`src/rtl/multiplicador_seq_if.sv`:
```
// Operand/result bundle for the sequential multiplier (init/done handshake).
interface multiplicador_seq_if #(
  parameter int unsigned WIDTH = 3
);
  logic               init;
  logic [WIDTH-1:0]   portA;
  logic [WIDTH-1:0]   portB;
  logic [2*WIDTH-1:0] P;
  logic               done;

  // Controller side: issues operands and start, observes result.
  modport master (output init, portA, portB, input P, done);
  // Multiplier side.
  modport slave  (input init, portA, portB, output P, done);
endinterface

```
`src/rtl/multiplicador_seq.sv`:
```
// Sequential shift-and-add multiplier, P = portA * portB over 2*WIDTH+popcount(B) clocks.
// Optional MULT_SIGNED_EN: two's complement operands, multiplied as magnitudes with the
// sign reapplied when the result is committed to P.
module multiplicador_seq #(
  parameter int unsigned WIDTH = 3
) (
  input  logic              clk,
  input  logic              rst,
  multiplicador_seq_if.slave bus
);

  localparam int unsigned PW = 2 * WIDTH;
  localparam int unsigned CW = $clog2(WIDTH + 1);

  typedef enum logic [2:0] {START, CHECK, ADD, SHIFT, END} state_t;

  state_t          state, next_state;
  logic [PW-1:0]   a_q;
  logic [WIDTH-1:0] b_q;
  logic [PW-1:0]   pp_q;
  logic [CW-1:0]   ct_q;

  logic [WIDTH-1:0] mag_a_c;
  logic [WIDTH-1:0] mag_b_c;
  logic [PW-1:0]    result_c;

`ifdef MULT_SIGNED_EN
  logic sign_q;

  // Magnitudes of the operands; the most-negative value maps to 2^(WIDTH-1).
  assign mag_a_c  = bus.portA[WIDTH-1] ? -bus.portA : bus.portA;
  assign mag_b_c  = bus.portB[WIDTH-1] ? -bus.portB : bus.portB;
  assign result_c = sign_q ? -pp_q : pp_q;

  // Product sign captured at acceptance.
  always_ff @(posedge clk or negedge rst) begin
    if (!rst) begin
      sign_q <= 1'b0;
    end else if (state == START && bus.init) begin
      sign_q <= bus.portA[WIDTH-1] ^ bus.portB[WIDTH-1];
    end
  end
`else
  assign mag_a_c  = bus.portA;
  assign mag_b_c  = bus.portB;
  assign result_c = pp_q;
`endif

  // State register.
  always_ff @(posedge clk or negedge rst) begin
    if (!rst) state <= START;
    else      state <= next_state;
  end

  // Next-state logic: test LSB of multiplier, add if set, then shift.
  always_comb begin
    next_state = state;
    case (state)
      START:   if (bus.init) next_state = CHECK;
      CHECK:   next_state = b_q[0] ? ADD : SHIFT;
      ADD:     next_state = SHIFT;
      SHIFT:   next_state = (ct_q == CW'(1)) ? END : CHECK;
      END:     next_state = START;
      default: next_state = START;
    endcase
  end

  // Datapath: operand load, accumulate, shift, commit result.
  always_ff @(posedge clk or negedge rst) begin
    if (!rst) begin
      a_q  <= '0;
      b_q  <= '0;
      pp_q <= '0;
      ct_q <= '0;
      bus.P <= '0;
    end else begin
      case (state)
        START: begin
          if (bus.init) begin
            a_q  <= {{WIDTH{1'b0}}, mag_a_c};
            b_q  <= mag_b_c;
            pp_q <= '0;
            ct_q <= CW'(WIDTH);
          end
        end
        ADD: pp_q <= pp_q + a_q;
        SHIFT: begin
          a_q  <= a_q << 1;
          b_q  <= b_q >> 1;
          ct_q <= ct_q - CW'(1);
          if (ct_q == CW'(1)) bus.P <= result_c;
        end
        default: ;
      endcase
    end
  end

  // Completion strobe, registered so it is high exactly while in END.
  always_ff @(posedge clk or negedge rst) begin
    if (!rst) bus.done <= 1'b0;
    else      bus.done <= (next_state == END);
  end

endmodule
```
`src/flat_wrapper.sv`:
```
// flat-port wrapper written by rule: the top's interface ports become plain ports
module multiplicador_seq_flat 
#(
  parameter int unsigned WIDTH = 3
)
  (clk, rst, bus_init, bus_portA, bus_portB, bus_P, bus_done);
  multiplicador_seq_if #(.WIDTH(WIDTH)) bus_i ();
  input  logic clk;
  input  logic rst;
  input wire logic [$bits(bus_i.init)-1:0] bus_init;
  input wire logic [$bits(bus_i.portA)-1:0] bus_portA;
  input wire logic [$bits(bus_i.portB)-1:0] bus_portB;
  output wire logic [$bits(bus_i.P)-1:0] bus_P;
  output wire logic [$bits(bus_i.done)-1:0] bus_done;
  assign bus_i.init = bus_init;
  assign bus_i.portA = bus_portA;
  assign bus_i.portB = bus_portB;
  assign bus_P = bus_i.P;
  assign bus_done = bus_i.done;
  multiplicador_seq #(.WIDTH(WIDTH)) u_core (.clk(clk), .rst(rst), .bus(bus_i));
endmodule
```
`config.mk`:
```
export PLATFORM = sky130hd
export DESIGN_NAME = multiplicador_seq_flat
export DESIGN_NICKNAME = d
export VERILOG_FILES = /design/src/rtl/multiplicador_seq_if.sv /design/src/rtl/multiplicador_seq.sv /design/src/flat_wrapper.sv
export SDC_FILE = /design/constraint.sdc
export NUM_CORES = 1
export LEC_CHECK = 0
export ABC_AREA = 1
export CORE_ASPECT_RATIO = 0.75
export CORE_MARGIN = 2
export CORE_UTILIZATION = 58
export DETAILED_ROUTE_END_ITERATION = 8
export PLACE_DENSITY = 0.83
export SETUP_SLACK_MARGIN = 0.05
export SLEW_MARGIN = 20
export SYNTH_ARGS = -nofsm -noshare
export SYNTH_HDL_FRONTEND = slang
export SYNTH_SLANG_ARGS = --single-unit
```
`constraint.sdc`:
```
create_clock -name clk -period 4.14 [get_ports clk]
set_input_delay 0.828 -clock clk [delete_from_list [all_inputs] [get_ports clk]]
set_output_delay 0.828 -clock clk [all_outputs]
set_load 0.005 [all_outputs]
```
; Yosys cells after proc, flatten, opt, wreduce, memory -nomap -nowiden
; Index checks and enable logic that the tools add are counted.
[totals]
reg_bits = 27
in_bits = 9
output_inout_bits = 7
wordCells = 33
[op_classes]
n_addsub = 2
eq_ne = 6
mux = 12
n_reduce_logical = 6
[ops]
columns = op, n
row1 = 6-bit case mux with 2 select lines, 2
row2 = 6-bit two-way mux, 2
row3 = 3-bit case mux with 4 select lines, 1
row4 = 3-bit two-way mux, 3
row5 = 6-bit adder, 1
row6 = "3-bit by 2-bit == test with 1-bit output, second input constant", 2
row7 = 3-bit case mux with 2 select lines, 1
row8 = 2-bit AND reduction, 3
row9 = 2-bit case mux with 2 select lines, 1
row10 = 2-bit nonzero test, 2
row11 = "3-bit by 1-bit == test with 1-bit output, second input constant", 1
row12 = "3-bit == test, second input constant", 1
row13 = 3-bit zero test, 1
row14 = "2-bit by 1-bit == test with 1-bit output, second input constant", 1
row15 = 2-bit two-way mux, 1
row16 = "2-bit inequality test, second input constant", 1
row17 = "2-bit by 1-bit subtractor with 2-bit output, second input constant", 1
row18 = 1-bit two-way mux, 1

; Logic depth before layout (Yosys ltp)
[depth]
ltp_word = 4
depth_mapped = 8
ltp_nobuf = 8

; Worst setup path before layout
; Ideal clock, no wire load.
[synth_path]
kind = reg2reg
startpoint = register u_core.pp_q[0]
endpoint = register u_core.pp_q[4]
setup_ns = 0.126
t_arrival_ns = 1.390
t_required_ns = 4.014
path_slack_ns = 2.624
path_stages_with_launch = 9
n_path_buf = 0
period_less_slack_ns = 1.516
cell_sequence = dfrtp_1 -> ha_1 -> fa_1 -> nand2_1 -> nand2_1 -> a21oi_1 -> nand2_1 -> nand2_1 -> o21ai_0
[synth_via]
elab_chain_cells = 2
[synth_lines]
columns = item, line
row1 = from (decl), multiplicador_seq.sv:20  ; logic [PW-1:0] pp_q;
row2 = from (signal assigned), multiplicador_seq.sv:86  ; ADD: pp_q <= pp_q + a_q;
row3 = 6-bit adder, multiplicador_seq.sv:86
row4 = 6-bit case mux with 2 select lines, multiplicador_seq.sv:77  ; case (state)
; No other way between the ends.
; A chain may end at the register's enable or synchronous reset.

; Worst setup path in the final report
[layout_path]
startpoint = register u_core.bus.P[5]
endpoint = output port bus_P[5]
[layout_lines]
columns = item, line
row1 = from (decl), multiplicador_seq_if.sv:14  ; modport slave (input init, portA, portB, output P, done);
row2 = from (signal assigned), multiplicador_seq.sv:91  ; if (ct_q == CW'(1)) bus.P <= result_c;
row3 = to (decl), flat_wrapper.sv:13  ; output wire logic [$bits(bus_i.P)-1:0] bus_P;
; No word-level cell between the ends.

==> flow_summary.json <==
{
  "whs_path_depth": 2,
  "max-cap-violations": 0,
  "ys_top_cells_by_area": "sky130_fd_sc_hd__dfrtp_1 51%, sky130_fd_sc_hd__nand2_1 9.4%, sky130_fd_sc_hd__ha_1 5.7%, sky130_fd_sc_hd__inv_1 4.3%, sky130_fd_sc_hd__o22ai_1 3.8%",
  "hold_viol": 0,
  "die_area_um2": 2670,
  "cp_slowest_stage_delay_ns": 0.50,
  "syn2layout_area_growth_pct": 14.8,
  "synth.yosys.warnings": 0,
  "clock_insertion_delay_worst_skew_ns": 0.32,
  "timing.critical_path.from_type": "register",
  "worst_setup_path_end_kind": "primary output",
  "postSynthRegisterBits": 27,
  "cp_delay_by_family_top": "buffers and inverters",
  "clock_skew_ns": 0.00646,
  "worstPathCellList": "clkdlybuf4s50_1",
  "synth_largest_area_cell": "sky130_fd_sc_hd__dfrtp_1",
  "worst_slew_margin_rel": 0.672,
  "grt_overflow_total": 0,
  "postRouteWirelength_mm": 2.31,
  "final.hold.worst_slack_ns": 0.498,
  "post_drt_wl_per_cell_um": 12.5,
  "path_clk_slew_ns": 0.14,
  "clock_tree_from_tritoncts": "done",
  "worst-r2r-cell-count": 8,
  "post-synth-top-area-fraction": 0.514,
  "clkSinkCount": 27,
  "layoutNonFillerInstCount": 185,
  "power_per_cell_area_nw_per_um2": 736,
  "buffer_type_at_the_clock_tree_root": "sky130_fd_sc_hd__clkbuf_4",
  "io_buffer_count": 15,
  "grt_usage": 0.216,
  "critPathMaxFanout": 2,
  "grt_max_degree": 28,
  "criticalPathCategory": "reg -> out",
  "place_hpwl_mm": 1.75,
  "leakagePower_nw": 0.781,
  "min_from": "u_core.bus.P[4]",
  "rrSetupSlack_ns": 2.41,
  "top_level_ports": 16,
  "use_met1": 0.297,
  "post_cts.repair.setup_buffers": 0,
  "setup_repair_after_global_routing_missed_its_margin": "no",
  "gp_routability_congestion": 0.897,
  "status": "complete, but fails checks",
  "antenna_violations_before_repair": 0,
  "clock_tree.buffer_depth": 2,
  "grt_util_met2": 0.338,
  "num_vias": 962,
  "detail_route.vias_per_cell": 5.20,
  "number_of_instances_in_the_synthesized_netlist": 143,
  "period_needed_ns": 2.03,
  "holdPathEnd": "u_core.bus.P[4]",
  "drt_first_iter_violations": 39,
  "core_region_area_um2": 2070,
  "timing.setup.tns_ns": 0,
  "worst-slew-pin-transition_ns": 0.491,
  "hold_class": "reg -> reg",
  "cts-buffers-inserted": 3,
  "worst-endpoint-required_ns": 3.31,
  "fp.dieH_um": 45.2,
  "placed_cells_incl_taps": 181,
  "drc": 3,
  "nFillCells": 158,
  "groute.layer.met3.usage": 0.0602,
  "report.final.setup_viol": 0,
  "regToRegEndpoint": "u_core.pp_q[4]",
  "timing.critical_path.slowest_stage_cell": "sky130_fd_sc_hd__clkdlybuf4s50_1",
  "ir_drop_mv": 0.358,
  "worstReg2RegStart": "u_core.a_q[0]",
  "floorplan.initialDensity": 0.636,
  "antennaDiodeCount": 0,
  "post_cts_hold_buffer_count": 0,
  "mappedNetlistArea_um2": 1320,
  "utilization": 0.731,
  "max_freq_mhz": 492,
  "ctsResizeCount": 0,
  "timing.final.crit_share": 0.491,
  "power_total_mw": 1.11,
  "drtPass1Iterations": 7,
  "critPathBufInv": 1,
  "die-width_um": 59.0,
  "seq_area_frac_synth": 0.514,
  "synth_nets": 159,
  "grt_most_used_layer": "met2",
  "syn_avg_cell_area_um2": 9.20,
  "violations": "design-rule violations",
  "via_count_of_the_first_global_routing_pass": 970,
  "drv_slew": 0,
  "rows": 14,
  "antenna_violating_nets_post_route": 0,
  "drive_above_1_share": 0.137,
  "timing.critical_path.arrival_ns": 1.20,
  "yosys.cell_types.count": 23,
  "nets": 178,
  "grt_first_pass_wirelength_mm": 4.21,
  "htreeDepth": 1
}
-- cell families (layout without fill, tap and decap cells) --
family                     Yosys count  in the layout  synth area share
and+or+nand+nor                     61             61             0.218
adders and majority gates            7              7            0.0723
DFF                                 27             27             0.514
AOI/OAI and AO/OA                   24             24             0.119
buffers and inverters               24             42            0.0771
-- tightest hold or removal path, delay by kind of cell, from the launching register on --
family        cells  cell delay [ns]
flops             1             0.37
simple gates      2             0.10
-- metrics by stage --
step,setup slack (ns),instance area [um2]
2_1_floorplan,2.62,1320
3_3_place_gp,2.16,1480
3_5_place_dp,2.12,1480
4_1_cts,2.09,1510
5_1_grt,2.04,1510
6_report,2.11,1510
-- where the power goes --
group / internal [mW] / leakage [nW] / switching (mW) / total [mW]
registers: 0.376 / 0.336 / 0.0747 / 0.450
clock network: 0.0378 / 0.0150 / 0.0734 / 0.111
logic: 0.236 / 0.430 / 0.314 / 0.550
-- flip-flops by register name (all words and copies together), names as in the netlist --
name,cells
u_core.a_q,6
u_core.state,3
u_core.pp_q,6
u_core.ct_q,2
u_core.b_q,3
u_core.bus.done,1
u_core.bus.P,6
-- how the worst max path moves through the flow --
stage                    start              to  slack, ns  cells past startpoint
2_1_floorplan   u_core.pp_q[0]  u_core.pp_q[4]       2.62                      8
3_3_place_gp          bus_init   u_core.b_q[1]       2.16                      7
3_5_place_dp          bus_init   u_core.b_q[1]       2.12                      7
4_1_cts        u_core.bus.P[5]        bus_P[5]       2.09                      1
5_1_grt        u_core.bus.P[2]        bus_P[2]       2.04                      1
6_report       u_core.bus.P[5]        bus_P[5]       2.11                      1
-- Yosys cell counts, drive strengths merged --
cell type  count
nand2         37
dfrtp         27
inv           22
nor2          16
o21ai         10
o22ai          8
nand3          7
ha             6
a21oi          3
a22o           2
buf            2
fa             1
nand4          1
o221ai         1
-- per-layer routing --
| metal | part of all wire | up-vias |
|---|---|---|
| li1 | - | 502 |
| met1 | 0.47 | 435 |
| met2 | 0.46 | 23 |
| met3 | 0.058 | 2 |
| met4 | 0.0082 | 0 |
| met5 | 0 | - |
-- cells in the final DEF, fill, tap and decap left out, types with 2 or more instances in the layout --
cell type / n
sky130_fd_sc_hd__nor2_1: 13
sky130_fd_sc_hd__o22ai_1: 8
sky130_fd_sc_hd__o21ai_2: 4
sky130_fd_sc_hd__inv_1: 15
sky130_fd_sc_hd__nand2_2: 2
sky130_fd_sc_hd__o21ai_1: 3
sky130_fd_sc_hd__inv_2: 7
sky130_fd_sc_hd__clkdlybuf4s50_1: 15
sky130_fd_sc_hd__clkbuf_4: 3
sky130_fd_sc_hd__a21oi_1: 3
sky130_fd_sc_hd__nand2_1: 33
sky130_fd_sc_hd__o21ai_0: 3
sky130_fd_sc_hd__ha_1: 6
sky130_fd_sc_hd__dfrtp_1: 27
sky130_fd_sc_hd__nand3_1: 7
sky130_fd_sc_hd__nand2_4: 2
sky130_fd_sc_hd__a22o_1: 2
-- cell type report --
| cell class | count | area [um2] | area share |
|---|---|---|---|
| sequential | 27 | 676 | 0.447 |
| multi-input combinational | 92 | 538 | 0.356 |
| timing repair buffer | 16 | 158 | 0.104 |
| inverter | 22 | 82.6 | 0.0547 |
| tap | 24 | 30.0 | 0.0199 |
| clock buffer | 4 | 26.3 | 0.0174 |
Note: power is estimated with default switching activity, not from simulation.
